### config.mk
export PLATFORM = sky130hd
export DESIGN_NAME = dte_diag_seq
export DESIGN_NICKNAME = d
export VERILOG_FILES = /design/src/rtl/dte_pkg.sv /design/src/rtl/dte_rr_arb2.sv /design/src/rtl/dte_diag_seq.sv
export SDC_FILE = /design/constraint.sdc
export NUM_CORES = 1
export LEC_CHECK = 0
export ABC_CLOCK_PERIOD_IN_PS = 2200
export BUFFER_PORTS_ARGS = -buffer_cell sky130_fd_sc_hd__buf_2
export CORE_MARGIN = 2
export CORE_UTILIZATION = 49
export CTS_BUF_LIST = sky130_fd_sc_hd__clkbuf_4 sky130_fd_sc_hd__clkbuf_8
export CTS_CLUSTER_SIZE = 14
export DETAILED_ROUTE_END_ITERATION = 8
export GPL_TIMING_DRIVEN = 0
export PLACE_DENSITY = 0.92
export SETUP_SLACK_MARGIN = 0.02
export SYNTH_ARGS = -nofsm -noshare
export SYNTH_HDL_FRONTEND = slang
export SYNTH_SLANG_ARGS = --single-unit
### constraint.sdc
create_clock -name clk -period 2.2 [get_ports clk]
set_input_delay 0.44 -clock clk [delete_from_list [all_inputs] [get_ports clk]]
set_output_delay 0.44 -clock clk [all_outputs]
set_load 0.02 [all_outputs]
### src/rtl/dte_pkg.sv
// rtl/dte_pkg.sv - shared types and timing defaults for the DTE diagnostic path
// Contents: front-end request types, misc function codes, sequencer states,
// default SETUP/STROBE/HOLD cycle counts and the counter range limit.
package dte_pkg;

  typedef enum logic [1:0] {
    DiagFunc  = 2'd0,
    DiagRead  = 2'd1,
    DiagWrite = 2'd2,
    Misc      = 2'd3
  } tFEReqType;

  typedef enum logic [6:0] {
    clrCROBAR = 7'o00,
    setCROBAR = 7'o01,
    clrRUN    = 7'o02,
    setRUN    = 7'o03,
    conBUT    = 7'o04,
    stopCLK   = 7'o05,
    startCLK  = 7'o06
  } tMiscFuncType;

  typedef enum logic [2:0] {
    IDLE   = 3'd0,
    SETUP  = 3'd1,
    STROBE = 3'd2,
    HOLD   = 3'd3,
    DONE   = 3'd4
  } tDiagState;

  localparam int unsigned DTE_SETUP_CYC  = 1;
  localparam int unsigned DTE_STROBE_CYC = 2;
  localparam int unsigned DTE_HOLD_CYC   = 1;
  localparam int unsigned DTE_CNT_MAX    = 255;

  // A zero-length strobe would never sample the bus, so it is stretched to one cycle.
  function automatic int unsigned dte_clamp1(input int unsigned v);
    return (v == 0) ? 1 : v;
  endfunction

endpackage

### src/rtl/dte_rr_arb2.sv
// rtl/dte_rr_arb2.sv - two-way round-robin grant for the diagnostic sequencer
// Ports: req_i[1:0] requests (bit 0 front-end, bit 1 maintenance); en_i allows a
// grant this cycle; last_grant_i index of the previous winner; grant_o one-hot
// grant, all zero when disabled or nothing is requested.
module dte_rr_arb2 (
  input  logic [1:0] req_i,
  input  logic       en_i,
  input  logic       last_grant_i,
  output logic [1:0] grant_o
);

  always_comb begin
    grant_o = 2'b00;
    if (en_i) begin
      // On a tie the requester that did not win last time goes first.
      if (req_i == 2'b11) begin
        grant_o = last_grant_i ? 2'b01 : 2'b10;
      end else begin
        grant_o = req_i;
      end
    end
  end

endmodule

### src/rtl/dte_diag_seq.sv
// rtl/dte_diag_seq.sv - EBUS diagnostic cycle sequencer for two requesters
// Ports: clk, CROBAR (sync active-high reset); reqValid/reqType*/reqDs*/reqData*
// request inputs; reqAck/replyData completion; ebusDataIn bus sample input;
// ds/diagStrobe/driving/drvData EBUS drive; miscStrobe/miscCode misc function
// pulse; busy high outside IDLE.
module dte_diag_seq
  import dte_pkg::*;
#(
  parameter int unsigned SETUP_CYC  = DTE_SETUP_CYC,
  parameter int unsigned STROBE_CYC = DTE_STROBE_CYC,
  parameter int unsigned HOLD_CYC   = DTE_HOLD_CYC
) (
  input  logic        clk,
  input  logic        CROBAR,
  input  logic [1:0]  reqValid,
  input  logic [1:0]  reqType0,
  input  logic [1:0]  reqType1,
  input  logic [6:0]  reqDs0,
  input  logic [6:0]  reqDs1,
  input  logic [35:0] reqData0,
  input  logic [35:0] reqData1,
  output logic [1:0]  reqAck,
  output logic [35:0] replyData,
  input  logic [35:0] ebusDataIn,
  output logic [6:0]  ds,
  output logic        diagStrobe,
  output logic        driving,
  output logic [35:0] drvData,
  output logic        miscStrobe,
  output logic [6:0]  miscCode,
  output logic        busy
);

  if (SETUP_CYC > DTE_CNT_MAX || STROBE_CYC > DTE_CNT_MAX || HOLD_CYC > DTE_CNT_MAX) begin : g_param_chk
    $error("dte_diag_seq: timing parameters must not exceed 255");
  end

  localparam logic [7:0] SETUP_N  = 8'(SETUP_CYC);
  localparam logic [7:0] STROBE_N = 8'(dte_clamp1(STROBE_CYC));
  localparam logic [7:0] HOLD_N   = 8'(HOLD_CYC);

  tDiagState   state_q, state_d;
  logic [7:0]  cnt_q, cnt_d;
  tFEReqType   type_q, type_d;
  logic [6:0]  ds_q, ds_d;
  logic [35:0] data_q, data_d;
  logic [35:0] reply_q, reply_d;
  logic        last_q, last_d;
  logic        sel_q, sel_d;
  logic [1:0]  grant;

  dte_rr_arb2 u_arb (
    .req_i        (reqValid),
    .en_i         (state_q == IDLE),
    .last_grant_i (last_q),
    .grant_o      (grant)
  );

  always_ff @(posedge clk) begin
    if (CROBAR) begin
      state_q <= IDLE;
      cnt_q   <= '0;
      type_q  <= DiagFunc;
      ds_q    <= '0;
      data_q  <= '0;
      reply_q <= '0;
      last_q  <= 1'b1;
      sel_q   <= 1'b0;
    end else begin
      state_q <= state_d;
      cnt_q   <= cnt_d;
      type_q  <= type_d;
      ds_q    <= ds_d;
      data_q  <= data_d;
      reply_q <= reply_d;
      last_q  <= last_d;
      sel_q   <= sel_d;
    end
  end

  // cnt_q counts cycles spent in the current phase; it restarts on every phase change.
  always_comb begin
    state_d = state_q;
    cnt_d   = cnt_q + 8'd1;
    type_d  = type_q;
    ds_d    = ds_q;
    data_d  = data_q;
    reply_d = reply_q;
    last_d  = last_q;
    sel_d   = sel_q;
    unique case (state_q)
      IDLE: begin
        cnt_d = '0;
        if (grant != 2'b00) begin
          sel_d  = grant[1];
          last_d = grant[1];
          type_d = grant[1] ? tFEReqType'(reqType1) : tFEReqType'(reqType0);
          ds_d   = grant[1] ? reqDs1 : reqDs0;
          data_d = grant[1] ? reqData1 : reqData0;
          if (type_d == Misc) begin
            state_d = DONE;
          end else if (SETUP_N != 8'd0) begin
            state_d = SETUP;
          end else begin
            state_d = STROBE;
          end
        end
      end
      SETUP: begin
        if (cnt_q == SETUP_N - 8'd1) begin
          state_d = STROBE;
          cnt_d   = '0;
        end
      end
      STROBE: begin
        if (cnt_q == STROBE_N - 8'd1) begin
          reply_d = (type_q == DiagWrite) ? data_q : ebusDataIn;
          state_d = (HOLD_N != 8'd0) ? HOLD : DONE;
          cnt_d   = '0;
        end
      end
      HOLD: begin
        if (cnt_q == HOLD_N - 8'd1) begin
          state_d = DONE;
          cnt_d   = '0;
        end
      end
      DONE: begin
        state_d = IDLE;
        cnt_d   = '0;
      end
      default: begin
        state_d = IDLE;
        cnt_d   = '0;
      end
    endcase
  end

  always_comb begin
    reqAck     = 2'b00;
    ds         = '0;
    diagStrobe = 1'b0;
    driving    = 1'b0;
    drvData    = '0;
    miscStrobe = 1'b0;
    miscCode   = '0;
    busy       = (state_q != IDLE);
    replyData  = reply_q;
    case (state_q)
      SETUP, STROBE, HOLD: begin
        ds         = ds_q;
        diagStrobe = (state_q == STROBE);
        driving    = (type_q == DiagWrite);
        drvData    = (type_q == DiagWrite) ? data_q : '0;
      end
      DONE: begin
        reqAck[sel_q] = 1'b1;
        if (type_q == Misc) begin
          miscStrobe = 1'b1;
          miscCode   = ds_q;
        end
      end
      default: begin
      end
    endcase
  end

endmodule

==> run_results.csv, run 1 <==
group,metric,value,unit
detailed_routing,drt_pass1_iterations,4,
floorplan,std_cell_rows,36,
placed_design,numPortBuffers,221,
placed_design,dp_slack,-0.327,ns
synthesis,ys_warn_count,0,
power,powerDensity,1190,mW/mm2
detailed_routing,drc,0,
floorplan,die_w,104,um
power,swShare,43.9,%
grt,grt_pass1_wl,24000,um
synthesis,ys_async_sr_fraction,0,%
grt,track_usage,27.7,%
cts,clk_latency,0.36,ns
finish,stdcell_count,926,
floorplan,initial_core_util,50.2,%
cts,root_buffer,"clkbuf_8",
sta,worstMarginPinSlew,0.771,ns
synthesis,yosysMostFrequentCell,"nand2_1",
detailed_routing,drt_iter0_drc,276,
synthesis,syn_inst,549,
detailed_routing,num_vias,4984,
power,total_power,7.92,mW
detailed_routing,post_drt_wl_per_cell,16.5,um
cts,h-tree-depth,3,
synthesis,ys_seq_elements,94,
finish,syn2layout_area_growth,37.0,%
synthesis,synth_top_family_by_area,"simple AND/OR/NAND/NOR gates",
synthesis,netlist_top_cells_count,"nand2_1 (97), nor2_1 (95), dfxtp_1 (94)",
cts,clockBufferDepth,2,
synthesis,yosysTopAreaCellShare,38.7,%
worst_setup_path,crit_type,"reg -> out",
floorplan,coreArea,0.00968,mm2
cts,tritoncts,"built",
synthesis,muxShareOfSynthArea,7.65,%
placed_design,dp.cells,903,
worst_hold_path,hold_path.class,"in -> reg",
detailed_routing,wl,15200,um
sta,drv_slew,0,
synthesis,synthSimpleGateAreaFrac,25.2,%
grt,overflow,0,
finish,multi_input_area,0.00276,mm2
worst_setup_path,crit_fanout,10,
sta,rsz0062_at_grt,"yes",
grt,grt_pass1_vias,4828,
worst_setup_path,crit_required,1.76,ns
finish,fillers,758,
detailed_routing,ant_nets,0,
power,p_leak,3.18,nW
synthesis,yosys.area_share.adder,0.773,%
worst_setup_path,cp-end-kind,"output pin",
synthesis,synth_ff_type,"dfxtp_1",
synthesis,seq_area_frac_synth,38.7,%
synthesis,yosysTopAreaCell,"dfxtp_1",
floorplan,die_height,104,um
sta,fin_crit_sh,96.3,%
flow_run,drv_cap,0,
grt,grt_max_degree,16,
sta,worst_slack,0.0804,ns
power,power_frac_comb,53.3,%
power,p_int,4.44,mW
detailed_routing,viasPerCell,5.38,
finish,ff_latch_area,0.00188,mm2
finish,utilization,68.7,%
run_status,status,"completed",
worst_setup_path,start_kind,"flip-flop",
sta,fmaxAchievable,0.472,GHz
synthesis,synth_edf_count,0,
cts,path_clk_slew,0.10,ns
cts,hold_buffers,0,
power,pwr-share-seq,32.9,%
placed_design,place_congestion,0.910,
placed_design,dp_hpwl,11100,um
synthesis,ys_types,36,
power,clkPwrFrac,13.8,%
synthesis,syn_area,0.00486,mm2
synthesis,synth_area_leaders,"dfxtp_1 (39%), a311oi_2 (14%), nand2_1 (7.5%), mux2i_1 (7.4%), nor2_1 (7.3%)",
finish,layout-drive-gt1-share,44.0,%
grt,grt_antenna_before_repair,0,
worst_setup_path,crit_arrival,1.68,ns
sta,setup_viol,0,
power,peakVddDrop,0.000611,V
cts,cts_sinks,94,
finish,nNetsFinal,921,
sta,finalHoldViolations,0,
cts,cts_made_buffers,9,
floorplan,dieArea,0.0107,mm2
sta,slew_headroom,48.6,%
sta,final.min_clock_period,2.12,ns
sta,fin_tns_setup,0,ns
floorplan,ios,222,
synthesis,synthXorXnorAreaFrac,1.26,%
sta,finClkSkew,0.0151,ns
synthesis,avgSynthCellArea,8.85,um2
power,p_sw,3.48,mW
synthesis,synth-compound-area-share,20.7,%
finish,diodes,0,
synthesis,syn_nets,682,
[worst max-delay path, stage by stage (launching register included)]
cell and delay (ns):
dfxtp_1 0.34, buf_6 0.15, nor2_4 0.06, nor3_4 0.20, clkbuf_8 0.17, buf_12 0.11, and2_1 0.12, buf_2 0.16
[layout make-up]
type / instances / area share, %
flip-flops and latches: 94 / 28.3
plain buffers: 46 / 4.76
multi-input cells: 406 / 41.5
well taps: 133 / 2.50
clock inverters: 5 / 0.527
inverters: 3 / 0.169
clock buffers: 11 / 2.18
repair buffers: 228 / 20.0
[path summary, 6_finish.rpt]
kind	slack, ns	startpoint	end	cells after the start
worst max-delay path	0.08	state_q[1]	drvData[34]	7
worst max register to register	0.22	state_q[2]	data_q[7]	6
worst min register to register	0.48	last_q	last_q	1
worst min-delay path	0.35	reqData1[32]	data_q[32]	3
[cells by family after synthesis]
kind of cell | after synthesis
fa+ha+maj | 3
flops | 94
mux | 37
buf+inv | 49
xor+xnor | 7
simple gates | 270
compound gates | 89
[registers in the layout (all words and copies together) (netlist names)]
signal / count
last_q: 1
ds_q: 7
data_q: 36
replyData: 36
cnt_q: 8
sel_q: 1
state_q: 3
type_q: 2
[stage by stage]
| stage | area [um2] | hold WS [ns] |
|---|---|---|
| after global placement | 6130 | 0.446 |
| after CTS | 6570 | 0.347 |
| final | 6650 | 0.352 |
| after global routing | 6650 | 0.347 |
| after floorplan | 4860 | 0.436 |
| after detailed placement | 6130 | 0.455 |
[metal layers]
| metal | global-route usage [%] | share of wire (%) | up-vias |
|---|---|---|---|
| met3 | 5.10 | 6.9 | 30 |
| met1 | 34.0 | 41 | 2325 |
| met2 | 48.4 | 50 | 235 |
| met4 | 10.4 | 2.4 | 0 |
| li1 | - | - | 2394 |
| met5 | 0 | 0 | - |
[placed cells by master (no fill, tap or decap), drive strengths merged, types with 2 or more instances in the layout]
cell type	netlist	routed
a211oi	36	36
a311oi	46	46
a31oi	2	2
and2	50	50
and3	5	5
buf	30	260
clkbuf	16	25
clkinvlp	0	4
dfxtp	94	94
ha	3	3
inv	3	3
mux2i	36	36
nand2	97	97
nand2b	2	2
nand3	8	8
nand4	2	2
nor2	95	95
nor3	6	6
xor2	6	6
[power groups by stage]
| stage | Combinational (mW) | Sequential (mW) | Clock, mW |
|---|---|---|---|
| after floorplan | 2.93 | 2.55 | 0 |
| after global placement | 3.82 | 2.60 | 0 |
| after detailed placement | 3.91 | 2.62 | 0 |
| after CTS | 4.14 | 2.59 | 1.09 |
| after global routing | 4.56 | 2.67 | 1.16 |
| final | 4.22 | 2.61 | 1.10 |
[timing repair]
action,4_1_cts,5_1_grt
cloned,0,0
resized for setup,68,31
setup buffers,6,1
pin swaps,1,2
endpoints found under the setup margin,45,46
Note: power is estimated with default switching activity, not from simulation.
==> run 2: changes to the inputs <==
--- a/config.mk
+++ b/config.mk
@@ -13,7 +13,7 @@
 export CTS_CLUSTER_SIZE = 14
 export DETAILED_ROUTE_END_ITERATION = 8
 export GPL_TIMING_DRIVEN = 0
-export PLACE_DENSITY = 0.92
+export PLACE_DENSITY = 0.81
 export SETUP_SLACK_MARGIN = 0.02
 export SYNTH_ARGS = -nofsm -noshare
 export SYNTH_HDL_FRONTEND = slang
==> run 2 against run 1 <==
Effect of this change:
- power increased by 2.1%
- die area unchanged
- critical path type unchanged
- non-clock buffer count decreased by 1
- maximum frequency decreased by 2.2%
- largest power group unchanged
==> run_results.csv, run 2 (synthesis results as in run 1) <==
group,metric,value,unit
worst_setup_path,crit_required,1.76,ns
run_status,status,"completed",
detailed_routing,num_vias,5024,
cts,h-tree-depth,3,
finish,stdcell_count,926,
cts,path_clk_slew,0.10,ns
worst_setup_path,start_kind,"flip-flop",
worst_setup_path,ff2ff_path_depth,7,
worst_setup_path,cp-end-kind,"output pin",
floorplan,ios,222,
finish,fillers,730,
floorplan,coreArea,0.00968,mm2
sta,fmaxAchievable,0.461,GHz
grt,grt_max_degree,16,
detailed_routing,wl,15900,um
power,peakVddDrop,0.000611,V
floorplan,die_height,104,um
worst_setup_path,cpMostUsedCell,"buf_6",
finish,layout_commonest_cell,"buf_2",
sta,setup_viol,0,
detailed_routing,highest_layer,"met4",
placed_design,place_area,0.00613,mm2
floorplan,die_w,104,um
detailed_routing,drc,0,
sta,final.min_clock_period,2.17,ns
cts,hold_buffers,0,
placed_design,numPortBuffers,221,
grt,grt_pass1_wl,24500,um
sta,worst_slack,0.0326,ns
worst_hold_path,hold_path.class,"in -> reg",
detailed_routing,drt_pass1_iterations,4,
power,p_leak,3.21,nW
finish,syn2layout_area_growth,38.5,%
power,powerDensity,1200,mW/mm2
finish,layout_common_cells,"buf_2 (196), nand2_1 (97), nor2_1 (93)",
finish,layout-drive-gt1-share,45.2,%
detailed_routing,drt_iter0_drc,235,
sta,fin_hold_ws,0.351,ns
cts,clk_latency,0.37,ns
placed_design,place_congestion,0.906,
detailed_routing,viasPerCell,5.43,
placed_design,dp_hpwl,11800,um
finish,stdcell_area,0.00673,mm2
finish,utilization,69.5,%
floorplan,dieArea,0.0107,mm2
cts,root_buffer,"clkbuf_8",
placed_design,dp_slack,-0.188,ns
cts,cts_sinks,94,
detailed_routing,wl_met2,7940,um
cts,tritoncts,"built",
sta,fin_crit_sh,98.5,%
sta,worstMarginPinSlew,0.878,ns
detailed_routing,wl_met3,1010,um
worst_hold_path,min_path_cells,3,
cts,cts_made_buffers,9,
grt,grt_antenna_before_repair,1,
sta,finClkSkew,0.00825,ns
grt,track_usage,28.5,%
worst_setup_path,crit_type,"reg -> out",
placed_design,dp.cells,903,
detailed_routing,ant_nets,0,
sta,finalHoldViolations,0,
floorplan,std_cell_rows,36,
floorplan,initial_core_util,50.2,%
sta,slew_headroom,41.5,%
sta,drv_slew,0,
worst_setup_path,crit_chain,"nand2b_4 > buf_6 > nor3_4 > buf_6 > buf_8 > and2_1 > buf_6",
detailed_routing,wl_met1,6490,um
worst_setup_path,critical-path-max-stage-delay,0.34,ns
worst_setup_path,crit_fanout,10,
detailed_routing,post_drt_wl_per_cell,17.2,um
flow_run,drv_cap,0,
grt,grt_pass1_vias,4867,
cts,clockBufferDepth,2,
worst_setup_path,crit_arrival,1.73,ns
grt,overflow,0,
worst_setup_path,crit_slowest_cell,"dfxtp_2",
finish,nNetsFinal,920,
sta,rsz0062_at_grt,"yes",
run 2: cell count changes in the layout (fill, tap and decap cells not counted), moves of 2 or more:
cell	previous run	this run
buf_4	32	21
clkinvlp_4	4	2
clkbuf_4	1	3
and2_4	17	25
and2_1	33	25
buf_6	27	39
clkbuf_8	11	9
run 2: where the power goes:
group          leakage, nW  switching (mW)  internal, mW
Sequential           0.771           0.405          2.22
Combinational         2.34            2.50          1.78
Clock               0.0968           0.623         0.554
run 2: final cells by class:
type	count	area [um2]	area share (%)
well taps	133	166	2.47
flip-flops and latches	94	1880	28.0
repair buffers	228	1370	20.3
clock inverters	5	58.8	0.874
multi-input cells	406	2800	41.6
diodes	1	2.50	0.0372
inverters	3	11.3	0.167
clock buffers	11	139	2.06
plain buffers	45	302	4.48
run 2: timing repair:
action,in CTS,in global routing
resized for setup,23,101
gates cloned,1,0
setup buffers,3,3
pin swaps,1,3
endpoints found under the setup margin,45,56
run 2: final timing paths:
check | to | slack (ns) | start
max | drvData[15] | 0.03 | type_q[0]
min reg2reg | last_q | 0.49 | last_q
max reg2reg | data_q[29] | 0.18 | state_q[2]
min | data_q[13] | 0.35 | reqData1[13]
run 2: through the flow:
stage          power, mW  setup TNS, ns
3_3_place_gp        6.39          -5.40
3_5_place_dp        6.55          -3.99
6_report            8.09              0
5_1_grt             8.57        -0.0701
4_1_cts             7.84              0
2_1_floorplan       5.47              0
run 2: critical path: cells and delay by family (launching register included):
kind,cells,cell delay (ns)
buffers and inverters,4,0.53
and+or+nand+nor,3,0.49
DFF,1,0.34
run 2: per-layer routing:
metal / global-route usage, % / vias up
li1: - / 2383
met1: 34.9 / 2388
met2: 48.8 / 208
met3: 5.54 / 45
met4: 12.6 / 0
met5: 0 / -
